## src/rtl/dct_rle_encoder.sv

```systemverilog
// Quantises serialised DCT coefficients and run-length codes them into (run, level, eob) tokens.
// Optional sticky saturation flag output when RLE_SAT_FLAG_EN is defined.
module dct_rle_encoder #(
    parameter int IN_W       = 18,
    parameter int BLOCK_LEN  = 8,
    parameter int QSHIFT     = 4,
    parameter int LVL_W      = 12,
    parameter int RUN_W      = 3,
    parameter int FIFO_DEPTH = 4
) (
    input  logic             clk,
    input  logic             reset,
    input  logic             in_valid,
    output logic             in_ready,
    input  logic [IN_W-1:0]  in_coef,
    output logic             out_valid,
    input  logic             out_ready,
    output logic [RUN_W-1:0] out_run,
    output logic [LVL_W-1:0] out_level,
    output logic             out_eob
`ifdef RLE_SAT_FLAG_EN
    ,
    output logic             sat_flag
`endif
);

    localparam int PTR_W = (FIFO_DEPTH > 1) ? $clog2(FIFO_DEPTH) : 1;
    localparam int CNT_W = $clog2(FIFO_DEPTH + 1);
    localparam int TOK_W = 1 + RUN_W + LVL_W;

    localparam logic signed [IN_W:0] LVL_MAX = (IN_W+1)'((1 << (LVL_W-1)) - 1);
    localparam logic signed [IN_W:0] LVL_MIN = (IN_W+1)'(-(1 << (LVL_W-1)));
    localparam logic signed [IN_W:0] BIAS    = (IN_W+1)'((1 << QSHIFT) - 1);
    localparam logic [TOK_W-1:0]     TOK_EOB = {1'b1, {(RUN_W+LVL_W){1'b0}}};

    // Biasing negatives before the arithmetic shift makes it truncate toward zero.
    function automatic logic signed [IN_W:0] quant_shift(input logic signed [IN_W-1:0] c);
        logic signed [IN_W:0] t;
        t = {c[IN_W-1], c};
        if (c[IN_W-1])
            t = t + BIAS;
        return t >>> QSHIFT;
    endfunction

    function automatic logic signed [LVL_W-1:0] saturate(input logic signed [IN_W:0] v);
        if (v > LVL_MAX)
            return LVL_MAX[LVL_W-1:0];
        else if (v < LVL_MIN)
            return LVL_MIN[LVL_W-1:0];
        return v[LVL_W-1:0];
    endfunction

    function automatic logic overflowed(input logic signed [IN_W:0] v);
        return (v > LVL_MAX) || (v < LVL_MIN);
    endfunction

    function automatic logic [PTR_W-1:0] ptr_inc(input logic [PTR_W-1:0] p, input logic [1:0] n);
        int s;
        s = int'(p) + int'(n);
        if (s >= FIFO_DEPTH)
            s = s - FIFO_DEPTH;
        return PTR_W'(s);
    endfunction

    logic signed [IN_W-1:0]  coef_s;
    logic signed [IN_W:0]    qfull;
    logic signed [LVL_W-1:0] q;
    logic                    acc, last, nz, pop;
    logic [1:0]              n_push;
    logic [TOK_W-1:0]        tok_a, head;

    logic [RUN_W-1:0]        idx, run;
    logic [PTR_W-1:0]        rd_ptr, wr_ptr;
    logic [CNT_W-1:0]        count;
    logic [TOK_W-1:0]        mem [FIFO_DEPTH];

    assign coef_s = in_coef;
    assign qfull  = quant_shift(coef_s);
    assign q      = saturate(qfull);
    assign nz     = (q != '0);
    assign last   = (idx == RUN_W'(BLOCK_LEN - 1));
    assign acc    = in_valid && in_ready;
    assign pop    = out_valid && out_ready;
    assign tok_a  = nz ? {1'b0, run, q} : TOK_EOB;

    always_comb begin
        n_push = 2'd0;
        if (acc) begin
            if (nz && last)
                n_push = 2'd2;
            else if (nz || last)
                n_push = 2'd1;
        end
    end

    // Stage boundary: quantised token written into the output FIFO.
    always_ff @(posedge clk) begin
        if (n_push != 2'd0)
            mem[wr_ptr] <= tok_a;
        if (n_push == 2'd2)
            mem[ptr_inc(wr_ptr, 2'd1)] <= TOK_EOB;
    end

    always_ff @(posedge clk or posedge reset) begin
        if (reset) begin
            count  <= '0;
            rd_ptr <= '0;
            wr_ptr <= '0;
            idx    <= '0;
            run    <= '0;
        end else begin
            wr_ptr <= ptr_inc(wr_ptr, n_push);
            rd_ptr <= ptr_inc(rd_ptr, {1'b0, pop});
            count  <= count + CNT_W'(n_push) - CNT_W'(pop);
            if (acc) begin
                idx <= last ? '0 : idx + 1'b1;
                run <= (nz || last) ? '0 : run + 1'b1;
            end
        end
    end

`ifdef RLE_SAT_FLAG_EN
    always_ff @(posedge clk or posedge reset) begin
        if (reset)
            sat_flag <= 1'b0;
        else if (acc && overflowed(qfull))
            sat_flag <= 1'b1;
    end
`endif

    // Two free slots are required because the last coefficient can push two tokens.
    assign in_ready  = !reset && (count <= CNT_W'(FIFO_DEPTH - 2));
    assign head      = mem[rd_ptr];
    assign out_valid = (count != '0);
    assign out_eob   = out_valid && head[TOK_W-1];
    assign out_run   = out_valid ? head[TOK_W-2 -: RUN_W] : '0;
    assign out_level = out_valid ? head[LVL_W-1:0] : '0;

endmodule

```

## config.mk

```make
export PLATFORM = sky130hd
export DESIGN_NAME = dct_rle_encoder
export DESIGN_NICKNAME = d
export VERILOG_FILES = /design/src/rtl/dct_rle_encoder.sv
export SDC_FILE = /design/constraint.sdc
export NUM_CORES = 1
export LEC_CHECK = 0
export ABC_AREA = 1
export BUFFER_PORTS_ARGS = -buffer_cell sky130_fd_sc_hd__buf_2
export CAP_MARGIN = 10
export CORE_MARGIN = 2
export CORE_UTILIZATION = 60
export CTS_BUF_LIST = sky130_fd_sc_hd__clkbuf_2
export CTS_CLUSTER_DIAMETER = 50
export CTS_CLUSTER_SIZE = 24
export DETAILED_ROUTE_END_ITERATION = 8
export HOLD_SLACK_MARGIN = 0.15
export PLACE_DENSITY = 0.92
export RECOVER_POWER = 100
export SYNTH_ARGS = -nofsm -noshare
export SYNTH_HDL_FRONTEND = slang
export SYNTH_SLANG_ARGS = --single-unit
```

## constraint.sdc

```tcl
create_clock -name clk -period 6.7 [get_ports clk]
set_clock_uncertainty 0.05 [all_clocks]
set_input_delay 1.675 -clock clk [delete_from_list [all_inputs] [get_ports clk]]
set_output_delay 1.675 -clock clk [all_outputs]
set_load 0.005 [all_outputs]
```

# --- After elaboration in Yosys (flattened, before gate mapping) ---
# Memory sizes are Yosys's and may differ from the RTL's.
# Index checks and enable logic that the tools add are counted.
# W data, S select, Z words.
word_totals:
  register_bits: 13
  memories: 1
  mem_bits_rw: 64
  out_inout_bits: 18
  wordCells: 57
mem_list:
  columns: ["name", "words", "width", "read_ports", "rd_ports_with_merged_regs", "wr", "line", "source"]
  rows:
  - ["mem", 4, 16, 1, 0, 2, "75", "logic [TOK_W-1:0] mem [FIFO_DEPTH];"]
op_classes:
  addsub: 11
  n_reduce_logical: 10
  n_eq_ne: 2
  muxes: 22
  order_cmp: 6
op_table:
  columns: ["operator", "n"]
  rows:
  - ["$mux W12", 4]
  - ["$add A18 B5 Y19 const B", 1]
  - ["$mux W19", 1]
  - ["$mux W16", 1]
  - ["$gt A15 B12 Y1 const B", 1]
  - ["$lt A15 B12 Y1 const B", 1]
  - ["$mux W2", 6]
  - ["$reduce_bool A12 Y1", 1]
  - ["$ge A3 B3 Y1 const B", 3]
  - ["$mux W3", 3]
  - ["$mux W1", 7]
  - ["$add A3 B1 Y3 const B", 2]
  - ["$sub A2 B1 Y2 const B", 3]
  - ["$logic_and A1 B1 Y1", 5]
  - ["$add A2 B1 Y3", 1]
  - ["$add A2 B1 Y3 const B", 1]
  - ["$add A2 B2 Y3", 1]
  - ["$add A3 B2 Y3", 1]
  - ["$eq A3 B3 Y1 const B", 1]
  - ["$le A3 B2 Y1 const B", 1]
  - ["$reduce_bool A3 Y1", 1]
  - ["$sub A3 B1 Y3", 1]
  - ["$eq A2 B2 Y1 const B", 1]
  - ["$reduce_bool A2 Y1", 1]
  - ["2 further kinds", 2]

# --- Depth between registers and ports, before layout ---
# Gate-level depths: netlist (run 1).
depth:
  depth_word: 14
  mapped_depth: 25
  mapped_depth_nobuf: 22

# --- Worst setup path after synthesis (run 1) ---
# OpenSTA, ideal clock, no wires.
synth_path:
  path_kind: "input to register"
  from: "in in_coef[1]"
  to: "reg count[2]"
  arrival_time_ns: 4.326
  path_buffers: 1
  required_ns: 6.521
  setup_time_ns: 0.129
  path_slack_ns: 2.196
  cell_stages: 19
  path_cell_list: "nor2_1 -> nand2_1 -> nand2_1 -> nor3_1 -> a21oi_1 -> inv_1 -> o21ai_1 -> buf_4 -> nand2_2 -> nor2_4 -> nand3_4 -> ha_1 -> inv_1 -> nor2_2 -> inv_1 -> ha_1 -> fa_1 -> xnor2_1 -> xor2_1"
synth_between:
  elab_chain_len: 13
  word_cells_on_any_way: 16
  cone_classes: "3 x add/sub; 2 x order compare; 8 x mux; 3 x reduce/logical"
synth_lines:
  columns: ["element", "line", "source"]
  rows:
  - ["start: declaration", "15", "input logic [IN_W-1:0] in_coef,"]
  - ["$add A18 B5 Y19 (*)", "41", "t = t + BIAS;"]
  - ["$mux W19 (*)", "40", "if (c[IN_W-1])"]
  - ["$lt A15 B12 Y1", "48", "else if (v < LVL_MIN)"]
  - ["$mux W1", "48", null]
  - ["$mux W1", "46", "if (v > LVL_MAX)"]
  - ["$mux W12 (*)", "50", "return v[LVL_W-1:0];"]
  - ["$reduce_bool A12 Y1 (*)", "80", "assign nz = (q != '0);"]
  - ["$logic_or A1 B1 Y1", "91", "else if (nz || last)"]
  - ["$mux W1", "91", null]
  - ["$mux W2 (*)", "89", "if (nz && last)"]
  - ["$mux W2 (*)", "88", "if (acc) begin"]
  - ["$add A3 B2 Y3 (*)", "114", "count <= count + CNT_W'(n_push) - CNT_W'(pop);"]
  - ["$sub A3 B1 Y3 (*)", "114", null]
  - ["end signal: assignment", "114", null]
  - ["end: declaration", "74", "logic [CNT_W-1:0] count;"]
# Mark *: on every way between the ends. The rest lies on a longest branch, timed or not.
# A chain may end at the register's enable or synchronous reset.

==> summary.txt, run 1 <==
Synthesis
  – Asr flop ratio synth: 16.88%
  – Dominant synthesized flop cell: sky130_fd_sc_hd__dfxtp_1
  – Post-synthesis instance total: 607
  – Post-synth top area share: 30.81%
  – Sequential area share after synthesis: 38.63%
  – Number of synthesized register bits: 77
  – Net count of the mapped netlist: 640
  – Number of distinct library cells after synthesis: 31
  – Leading post-synthesis cells by cell area: sky130_fd_sc_hd__dfxtp_1 (31%), sky130_fd_sc_hd__o21ai_0 (11%), sky130_fd_sc_hd__a21oi_1 (9.9%)
  – Synth warnings: 0
  – EDFF count, synth: 0
  – Cell accounting for the most synthesized area: sky130_fd_sc_hd__dfxtp_1
  – Mapped Avg Cell Area: 6.852 um2
  – Synthesized cell area: 4159 um2

Worst setup path
  – Capturing element type of the critical path: flip-flop
  – Kind of launch point of the worst setup path: input pin
  – Startpoint of the most critical register-to-register path: idx[0]$_DFFE_PP0P_
  – Worst setup startpoint: in_coef[6]
  – Required time of the critical path: 7.05 ns
  – Critical path class: in -> reg
  – Data arrival at the endpoint of the critical path: 6.02 ns
  – CP max FO: 14

Placed design
  – Port Buffers: 39
  – Estimated wirelength of the detail-placed design: 7.009 mm
  – Number of placed cells counting well taps: 706
  – Routability congestion estimate from global placement: 0.8752

Timing
  – Normalized max-slew margin: 26.79%
  – Maximum clock frequency: 0.1764 GHz
  – Post-route setup TNS: 0 ns
  – Fin. max-slew vios: 0
  – Number of failing hold endpoints at the final stage: 0
  – Least-Margin Pin Slew: 1.098 ns
  – RSZ-0062 raised after global routing: false
  – Final worst path period share: 84.63%
  – Final Setup Violations: 0
  – Final period demand of the worst path: 5.670 ns

Power and ir drop
  – Leakage power summed over all cells: 2.205 nW
  – Peak ir drop on the vdd network: 0.1919 mV
  – Power density cells: 418.8 nW/um2

Global routing
  – Antenna violations before repair: 0
  – Global routing usage summed across all routing layers: 27.27%
  – Via count of the first global-routing pass: 3743
  – GR Overflow Total: 0
  – Largest net degree at the start of global routing: 35
  – Wire length of the first global-routing pass: 16.40 mm

Routing
  – Initial DRC count: 434
  – Count of nets left with antenna violations after detail routing: 0
  – Average wire per cell in the routed design: 13.71 um
  – Total number of vias: 3986
  – Detailed-route wire length: 9.901 mm
  – Residual DRC count: 0
  – First-pass iteration count of the detailed router: 5
  – Vias per std cell: 5.521

Clocking
  – Clock tree from TritonCTS: done
  – Cts bufs inserted: 9
  – Post-cts sizing count: 0
  – H-tree level count: 3
  – Clock Sinks: 77
  – Number of buffers on the longest clock path: 2
  – Clock Tree Root: sky130_fd_sc_hd__clkbuf_2
  – Count of hold buffers inserted by post-cts repair: 0
  – Number of buffers added for setup after CTS: 0
  – Clk Latency, worst-skew pair: 0.53 ns
  – Clock input transition at the sequential cells of the worst setup and hold paths: 0.17 ns

Die
  – Die Height: 87.26 um
  – Horizontal die dimension: 87.26 um
  – Starting density of the core: 61.56%
  – Standard cell core area: 6756 um2
  – Die Area: 7613 um2
  – Site Rows: 30
  – I/O pin count: 40

Finish
  – Multi-input gate area in the final layout: 2016 um2
  – Layout Cells excl Fill: 722
  – Nets: 670
  – Layout cell share with drive strength beyond 1: 9.813%
  – Fillers: 545
  – Diodes inserted: 0
  – FF+latch area: 1607 um2
  – Area growth from synthesis to layout: 7.160%

Min path
  – Worst hold start: mem[0][15]$_SDFFE_PP1P_
  – Path class of the lowest-slack min-delay path: reg -> reg

Run status
  – Outcome: finished clean

Run
  – Maximum Capacitance Violations: 0
==> final timing paths <==
| path | endpoint | slack, ns | cells past startpoint |
|---|---|---|---|
| worst max-delay path | mem[3][15]$_SDFFE_PP1P_ | 1.03 | 18 |
| worst min-delay path | mem[0][15]$_SDFFE_PP1P_ | 0.46 | 2 |
| worst max register to register | mem[3][15]$_SDFFE_PP1P_ | 3.61 | 10 |
| worst min register to register | mem[0][15]$_SDFFE_PP1P_ | 0.46 | 2 |
| max in group asynchronous | run[0]$_DFFE_PP0P_ | 5.19 | 2 |
| min in group asynchronous | idx[1]$_DFFE_PP0P_ | 1.06 | 2 |
==> registers in the layout, summed over array words and instances (netlist names) <==
register / cells
idx: 3
mem: 64
count: 3
wr_ptr: 2
rd_ptr: 2
run: 3
==> cells in the mapped netlist (2+ instances only) <==
cell and count:
sky130_fd_sc_hd__a21oi_1 82, sky130_fd_sc_hd__buf_2 6, sky130_fd_sc_hd__buf_4 3, sky130_fd_sc_hd__clkbuf_1 15, sky130_fd_sc_hd__clkinv_1 2, sky130_fd_sc_hd__dfrtp_1 13, sky130_fd_sc_hd__dfxtp_1 64, sky130_fd_sc_hd__ha_1 10
sky130_fd_sc_hd__inv_1 103, sky130_fd_sc_hd__inv_2 5, sky130_fd_sc_hd__nand2_1 60, sky130_fd_sc_hd__nand2_2 4, sky130_fd_sc_hd__nand2_4 3, sky130_fd_sc_hd__nand3_1 12, sky130_fd_sc_hd__nand4_1 2, sky130_fd_sc_hd__nor2_1 83
sky130_fd_sc_hd__nor2_2 6, sky130_fd_sc_hd__nor3_1 7, sky130_fd_sc_hd__nor3_4 2, sky130_fd_sc_hd__o21ai_0 90, sky130_fd_sc_hd__o21ai_1 15, sky130_fd_sc_hd__xnor2_1 4, sky130_fd_sc_hd__xor2_1 8
==> final cells by class <==
cell class	instances	area share [%]
Clock inverter	6	1.235
Tap cell	80	2.246
Timing Repair Buffer	45	4.857
Sequential cell	77	36.05
Inverter	110	9.264
Clock buffer	10	1.123
Multi-Input combinational cell	394	45.23
==> layout by cell type, fill, tap and decap left out, drive strengths merged, types with 2 or more instances in the layout <==
cell type  count
nand4          2
nor2          90
clkinv         6
inv          108
dfxtp         64
nor3           9
nand3         14
dfrtp         13
xnor2          4
o21ai        105
ha            10
xor2           8
buf           27
a21oi         82
nand2         67
clkbuf        28
==> worst max-delay path: stages <==
cell                      delay (ns)
sky130_fd_sc_hd__buf_2          0.13
sky130_fd_sc_hd__nand2_1        0.10
sky130_fd_sc_hd__nor2_2         0.15
sky130_fd_sc_hd__nand2_2        0.10
sky130_fd_sc_hd__o21ai_1        0.14
sky130_fd_sc_hd__nand2_1        0.08
sky130_fd_sc_hd__o21ai_0        0.82
sky130_fd_sc_hd__nand2_1        0.28
sky130_fd_sc_hd__nor2_1         0.24
sky130_fd_sc_hd__nand3_4        0.19
sky130_fd_sc_hd__ha_1           0.34
sky130_fd_sc_hd__inv_1          0.05
sky130_fd_sc_hd__nor2_1         0.20
sky130_fd_sc_hd__nor2_2         0.13
sky130_fd_sc_hd__nor3_2         0.61
sky130_fd_sc_hd__inv_1          0.41
sky130_fd_sc_hd__a21oi_1        0.24
sky130_fd_sc_hd__o21ai_0        0.10
==> kinds of logic (layout without fill, tap and decap cells) <==
logic type	after synthesis	count (layout)	synth area share, %
AOI/OAI and AO/OA	188	188	22.68
and+or+nand+nor	182	182	19.52
buffers and inverters	136	171	12.91
DFF	77	77	38.63
xor gates and xnor gates	12	12	2.527
adders and majority gates	11	11	3.490
muxes	1	1	0.2407
==> report_power, final <==
group | internal, mW | switching (mW) | total, mW
combinational | 0.317 | 0.489 | 0.806
clock | 0.0840 | 0.160 | 0.244
sequential | 0.668 | 0.149 | 0.817
==> per-stage QoR <==
| stage | total power [mW] | utilization, % | area (um2) | worst slack (ns) | hold slack [ns] |
|---|---|---|---|---|---|
| 6_report | 1.867 | 65.96 | 4457 | 1.030 | 0.4566 |
| 5_1_grt | 2.028 | 65.96 | 4457 | 0.4653 | 0.4983 |
| 4_1_cts | 1.880 | 66.46 | 4491 | 1.428 | 0.4631 |
| 3_5_place_dp | 1.644 | 64.91 | 4385 | 0.9138 | 0.4111 |
| 3_3_place_gp | 1.593 | 64.91 | 4385 | 1.169 | 0.4056 |
| 2_1_floorplan | 1.378 | - | 4159 | 2.196 | 0.3934 |
==> routing by layer <==
metal / vias up / global-route usage (%) / part of all wire (%)
met3: 27 / 5.403 / 7.1
met2: 167 / 45.80 / 48
met5: - / 0 / 0
li1: 1988 / - / -
met1: 1804 / 34.26 / 42
met4: 0 / 11.19 / 2.9
No activity file was read; power rests on OpenSTA's default activity.
==> inputs of run 2 (changes only) <==
Settings changed: ABC_AREA 1 to 0, CORE_UTILIZATION 60 to 55, PLACE_DENSITY 0.92 to 0.89.
Clock period 6.7 ns to 5.15 ns, I/O delays scaled along.
==> run 2 against run 1 <==
Against the previous run:
- clock-buffer cell count increased by 1
- synthesized cell count is 28% lower
- combinational power decreased by 2%
- sequential share of layout area grew 2.3 points
- cell count shrank 21%
- non-clock buffer count rose by 4
- sequential cell count is the same
- die area up 1.2%
- critical path depth decreased by 6
==> summary.txt, run 2 <==
Placed design
  – Worst Setup Slack post-DPL: 0.4084 ns
  – Port Buffers: 39
  – Routability congestion estimate from global placement: 0.8681
  – Estimated wirelength of the detail-placed design: 6.696 mm

Finish
  – Diodes inserted: 0
  – Most common cell after layout, fill and taps aside: sky130_fd_sc_hd__nand2_1
  – Nets: 504
  – Register with the most flip-flops: mem
  – Layout cell share with drive strength beyond 1: 14.71%
  – Fillers: 576
  – Top library cells by usage in the layout, fill and taps aside: sky130_fd_sc_hd__nand2_1 (87), sky130_fd_sc_hd__dfxtp_1 (64), sky130_fd_sc_hd__nor2_1 (33), sky130_fd_sc_hd__a21oi_1 (33), sky130_fd_sc_hd__o21ai_0 (22)
  – Max reg flops: 64
  – Area growth from synthesis to layout: 8.525%

Die
  – Site Rows: 30
  – Standard cell core area: 6794 um2
  – Horizontal die dimension: 87.78 um
  – Starting density of the core: 56.81%
  – I/O pin count: 40
  – Die Height: 87.78 um
  – Die Area: 7704 um2

Timing
  – Number of failing hold endpoints at the final stage: 0
  – Post-route setup TNS: 0 ns
  – RSZ-0062 raised after global routing: false
  – Final critical-path setup slack: 0.7413 ns
  – Final Setup Violations: 0
  – Normalized max-slew margin: 27.98%
  – Least-Margin Pin Slew: 1.080 ns
  – Final period demand of the worst path: 4.409 ns
  – Final worst path period share: 85.61%
  – Maximum clock frequency: 0.2268 GHz
  – Fin. max-slew vios: 0

Clocking
  – Number of buffers on the longest clock path: 2
  – Cts bufs inserted: 9
  – Clock input transition at the sequential cells of the worst setup and hold paths: 0.21 ns
  – Clock Sinks: 77
  – Number of buffers added for setup after CTS: 0
  – Clock tree from TritonCTS: done
  – Clk Latency, worst-skew pair: 0.51 ns
  – Post-cts sizing count: 0
  – Count of hold buffers inserted by post-cts repair: 0
  – Clock Tree Root: sky130_fd_sc_hd__clkbuf_2
  – H-tree level count: 3

Global routing
  – Antenna violations before repair: 0
  – Global routing usage summed across all routing layers: 26.14%
  – Largest net degree at the start of global routing: 18
  – GR Overflow Total: 0
  – Wire length of the first global-routing pass: 15.70 mm
  – Via count of the first global-routing pass: 3371

Synthesis
  – Net count of the mapped netlist: 470
  – Post-synth top area share: 33.19%
  – Commonest cells post-synth: sky130_fd_sc_hd__nand2_1 (87), sky130_fd_sc_hd__dfxtp_1 (64), sky130_fd_sc_hd__a21oi_1 (33)
  – Synth warnings: 0
  – Dominant synthesized flop cell: sky130_fd_sc_hd__dfxtp_1
  – Most used standard cell by instance count after synthesis: sky130_fd_sc_hd__nand2_1
  – Synthesized cell area: 3860 um2
  – Sequential area share after synthesis: 41.62%
  – Cell accounting for the most synthesized area: sky130_fd_sc_hd__dfxtp_1
  – Number of synthesized register bits: 77
  – Leading post-synthesis cells by cell area: sky130_fd_sc_hd__dfxtp_1 (33%), sky130_fd_sc_hd__mux4_2 (9.3%), sky130_fd_sc_hd__nand2_1 (8.5%)
  – Asr flop ratio synth: 16.88%
  – Number of distinct library cells after synthesis: 50
  – EDFF count, synth: 0
  – Mapped Avg Cell Area: 8.833 um2
  – Post-synthesis instance total: 437

Routing
  – Routed met1 length: 3.837 mm
  – Detailed-route wire length: 9.337 mm
  – Max layer used: met4
  – Vias per std cell: 5.990
  – Average wire per cell in the routed design: 16.32 um
  – Routed length on met3: 767 um
  – Residual DRC count: 0
  – Initial DRC count: 347
  – Metal2 WL: 4.489 mm
  – Total number of vias: 3426
  – First-pass iteration count of the detailed router: 5
  – Count of nets left with antenna violations after detail routing: 0

Worst setup path
  – Cell Chain, Critical Path: clkbuf_1 -> o41a_1 -> nand3_1 -> o31ai_1 -> o2111ai_1 -> ha_1 -> o21ai_0 -> or2_0 -> nor2_1 -> buf_4 -> nor2_1 -> a211oi_1
  – Slack of the worst reg-to-reg path: 2.25 ns
  – Critical path's slowest cell: sky130_fd_sc_hd__nor2_1
  – CP max stage delay: 0.60 ns
  – Data arrival at the endpoint of the critical path: 4.81 ns
  – CP max FO: 10
  – Startpoint of the most critical register-to-register path: idx[1]$_DFFE_PP0P_
  – Reg2Reg Depth: 9
  – Critical path class: in -> reg
  – Required time of the critical path: 5.55 ns
  – Worst reg2reg endpoint: mem[1][5]$_SDFFE_PP0P_
  – CP most frequent cell: sky130_fd_sc_hd__nor2_1
  – Capturing element type of the critical path: flip-flop
  – Kind of launch point of the worst setup path: input pin

Power and ir drop
  – Share of total power in sequential cells: 48.5%
  – Peak ir drop on the vdd network: 0.3608 mV
  – Power density cells: 511.4 nW/um2
  – Switching share of power: 35.47%
  – Portion of total power attributed to the clock network: 14.8%
  – Leakage power summed over all cells: 1.681 nW
  – Comb pwr share: 36.7%
  – Switching power: 759.8 uW
  – Pint: 1.382 mW

Min path
  – Worst hold start: mem[1][7]$_SDFFE_PP0P_
  – Path class of the lowest-slack min-delay path: reg -> reg
  – Endpoint, Worst Hold: mem[1][7]$_SDFFE_PP0P_
  – Cells on Worst Hold Path: 2

Run status
  – Outcome: finished clean

Run
  – Maximum Capacitance Violations: 0
## run 2: how the worst max path moves through the flow
stage,cells past startpoint,endpoint,from,slack [ns]
final,12,mem[1][5]$_SDFFE_PP0P_,in_coef[17],0.74
after global routing,12,mem[1][5]$_SDFFE_PP0P_,in_coef[17],0.39
after CTS,11,mem[0][10]$_SDFFE_PP0P_,in_coef[3],0.98
after detailed placement,11,mem[0][10]$_SDFFE_PP0P_,in_coef[3],0.41
after global placement,11,mem[0][10]$_SDFFE_PP0P_,in_coef[3],0.58
after floorplan,13,mem[0][9]$_SDFFE_PP0P_,in_coef[3],1.11
## run 2: logic make-up after synthesis
logic type	share of synthesized area [%]
compound gates	16.08
xor+xnor	2.269
fa+ha+maj	3.760
buf+inv	4.473
flops	41.62
mux	9.919
simple gates	21.88
## run 2: final cells by class
type / instances / area (um2) / share of cell area [%]
clock buffers: 11 / 55.05 / 1.314
clock inverters: 5 / 52.55 / 1.254
inverters: 12 / 45.04 / 1.075
multi-input cells: 322 / 2062 / 49.22
flip-flops and latches: 77 / 1607 / 38.35
well taps: 96 / 120.1 / 2.867
repair buffers: 49 / 247.7 / 5.914
## run 2: critical path: cells and delay by family
family	cells	cell delay [ns]
adder cells (fa/ha/maj)	1	0.39
AO/OA/AOI/OAI	5	1.39
buffers and inverters	2	0.53
AND/OR/NAND/NOR	4	1.20
## run 2: power by group through the flow
stage / Combinational, mW / Clock (mW) / Sequential [mW]
after detailed placement: 0.808 / 0 / 1.05
final: 0.786 / 0.317 / 1.04
after CTS: 0.810 / 0.318 / 1.04
after floorplan: 0.664 / 0 / 0.928
after global placement: 0.777 / 0 / 1.04
after global routing: 0.895 / 0.342 / 1.07
## run 2: through the flow
stage / utilization [%] / instances / hold WS (ns) / instance area, um2 / power, mW
final: 61.66 / 572 / 0.4129 / 4189 / 2.142
after global routing: 61.66 / 572 / 0.4344 / 4189 / 2.304
after CTS: 62.34 / 572 / 0.4156 / 4235 / 2.166
after detailed placement: 60.76 / 556 / 0.3942 / 4128 / 1.862
after global placement: 60.76 / 556 / 0.3851 / 4128 / 1.816
after floorplan: - / 437 / 0.3782 / 3860 / 1.593
## run 2: layer usage
layer,track usage (%),vias up
met3,7.069,25
met4,9.650,0
met5,0,-
li1,-,1616
met1,32.15,1615
met2,44.08,170
==> inputs of run 3 (changes only) <==
Settings changed: CORE_UTILIZATION 55 to 40, PLACE_DENSITY 0.89 to 0.71.
Clock period 5.15 ns to 3.6 ns, I/O delays scaled along.
==> run 3 against run 2 <==
Against the previous run:
- hold slack worse by 0.12 ns
- sequential cell count unchanged
- utilization decreased by 15 points
- first-iteration DRC count fell by 56%
- register-to-register slack got worse by 1.5 ns
- worst setup slack got worse by 0.32 ns
- largest cell class unchanged
- highest routed layer unchanged
==> summary.txt, run 3 (synthesis results as in run 2) <==
Timing
  – Post-route setup TNS: 0 ns
  – Normalized max-slew margin: 39.54%
  – Final critical-path setup slack: 0.4198 ns
  – Number of failing hold endpoints at the final stage: 0
  – Least-Margin Pin Slew: 0.9069 ns
  – Final period demand of the worst path: 3.180 ns
  – Final Setup Violations: 0
  – Maximum clock frequency: 0.3144 GHz
  – Final worst path period share: 88.34%
  – RSZ-0062 raised after global routing: false
  – Fin. max-slew vios: 0

Global routing
  – Global routing usage summed across all routing layers: 19.85%
  – Antenna violations before repair: 0
  – Largest net degree at the start of global routing: 19
  – Wire length of the first global-routing pass: 15.75 mm
  – Via count of the first global-routing pass: 3238
  – GR Overflow Total: 0

Worst setup path
  – Data arrival at the endpoint of the critical path: 2.23 ns
  – Slack of the worst reg-to-reg path: 0.72 ns
  – CP max FO: 17
  – Worst reg2reg endpoint: count[2]$_DFF_PP0_
  – Required time of the critical path: 2.65 ns
  – Capturing element type of the critical path: primary output
  – Kind of launch point of the worst setup path: flip-flop
  – Reg2Reg Depth: 10
  – Startpoint of the most critical register-to-register path: count[2]$_DFF_PP0_
  – Critical path class: reg -> out

Die
  – Standard cell core area: 9284 um2
  – Die Area: 10450 um2
  – Horizontal die dimension: 102.2 um
  – Die Height: 102.2 um
  – I/O pin count: 40
  – Site Rows: 35
  – Starting density of the core: 41.58%

Clocking
  – Clock tree from TritonCTS: done
  – Clock input transition at the sequential cells of the worst setup and hold paths: 0.21 ns
  – Number of buffers on the longest clock path: 2
  – Post-cts sizing count: 0
  – Number of buffers added for setup after CTS: 0
  – Clk Latency, worst-skew pair: 0.53 ns
  – Count of hold buffers inserted by post-cts repair: 0
  – Clock Tree Root: sky130_fd_sc_hd__clkbuf_2
  – Clock Sinks: 77
  – H-tree level count: 3
  – Cts bufs inserted: 9

Routing
  – Total number of vias: 3283
  – Vias per std cell: 5.228
  – First-pass iteration count of the detailed router: 4
  – Count of nets left with antenna violations after detail routing: 0
  – Initial DRC count: 151
  – Residual DRC count: 0
  – Average wire per cell in the routed design: 15.17 um
  – Detailed-route wire length: 9.524 mm

Run
  – Maximum Capacitance Violations: 0

Finish
  – Most common cell after layout, fill and taps aside: sky130_fd_sc_hd__nand2_1
  – Area growth from synthesis to layout: 13.13%
  – Diodes inserted: 0
  – Max reg flops: 64
  – Nets: 527
  – Top library cells by usage in the layout, fill and taps aside: sky130_fd_sc_hd__nand2_1 (87), sky130_fd_sc_hd__dfxtp_1 (64), sky130_fd_sc_hd__nor2_1 (33), sky130_fd_sc_hd__a21oi_1 (33), sky130_fd_sc_hd__buf_4 (26)
  – Layout cell share with drive strength beyond 1: 17.43%
  – Final core utilization: 47.04%
  – Register with the most flip-flops: mem
  – Layout Cells excl Fill: 628

Placed design
  – Worst Setup Slack post-DPL: -0.03420 ns
  – Port Buffers: 39
  – Number of placed cells counting well taps: 612
  – Estimated wirelength of the detail-placed design: 7.156 mm
  – Routability congestion estimate from global placement: 0.8471

Power and ir drop
  – Leakage power summed over all cells: 1.763 nW
  – Peak ir drop on the vdd network: 0.2507 mV
  – Power density cells: 692.3 nW/um2
  – Total Power Consumption: 3.023 mW

Run status
  – Outcome: finished clean

Min path
  – Path class of the lowest-slack min-delay path: in -> async
## run 3: worst max-delay path by stage
stage,start,end,depth (start not counted)
after CTS,rd_ptr[1]$_DFF_PP0_,out_level[4],3
final,rd_ptr[1]$_DFF_PP0_,out_level[4],3
after detailed placement,in_coef[3],mem[0][5]$_SDFFE_PP0P_,12
after global placement,in_coef[3],mem[0][15]$_SDFFE_PP1P_,12
after global routing,in_coef[5],mem[0][5]$_SDFFE_PP0P_,13
after floorplan,in_coef[3],mem[0][9]$_SDFFE_PP0P_,13
## run 3: critical path: stages (launching register included)
cell and delay (ns):
sky130_fd_sc_hd__dfrtp_1 0.96, sky130_fd_sc_hd__mux4_2 0.40, sky130_fd_sc_hd__nor2b_1 0.17, sky130_fd_sc_hd__clkbuf_2 0.17
## run 3: metrics by stage
step	cell area, um2	hold slack [ns]
4_1_cts	4431	0.2891
3_5_place_dp	4342	0.3947
6_report	4367	0.2952
2_1_floorplan	3869	0.3764
3_3_place_gp	4342	0.3863
5_1_grt	4367	0.3142
## run 3: final cells by class
type,instances,area (um2)
Fill cell,929,4917
Clock buffer,10,50.05
Clock inverter,6,38.79
Timing Repair Buffer,72,397.9
Sequential cell,77,1607
Tap cell,129,161.4
Inverter,12,45.04
Multi-Input combinational cell,322,2067
## run 3: report_power, final
group	internal [mW]	leakage, nW	switching [mW]
combinational	0.644	1.01	0.551
clock	0.0933	0.0613	0.307
sequential	1.19	0.693	0.239
total	1.93	1.76	1.10
## run 3: routing by layer
metal	global-route usage (%)	part of all wire, %
met4	9.744	2.2
met5	0	0
met2	32.03	47
met1	25.65	45
met3	3.762	6.0
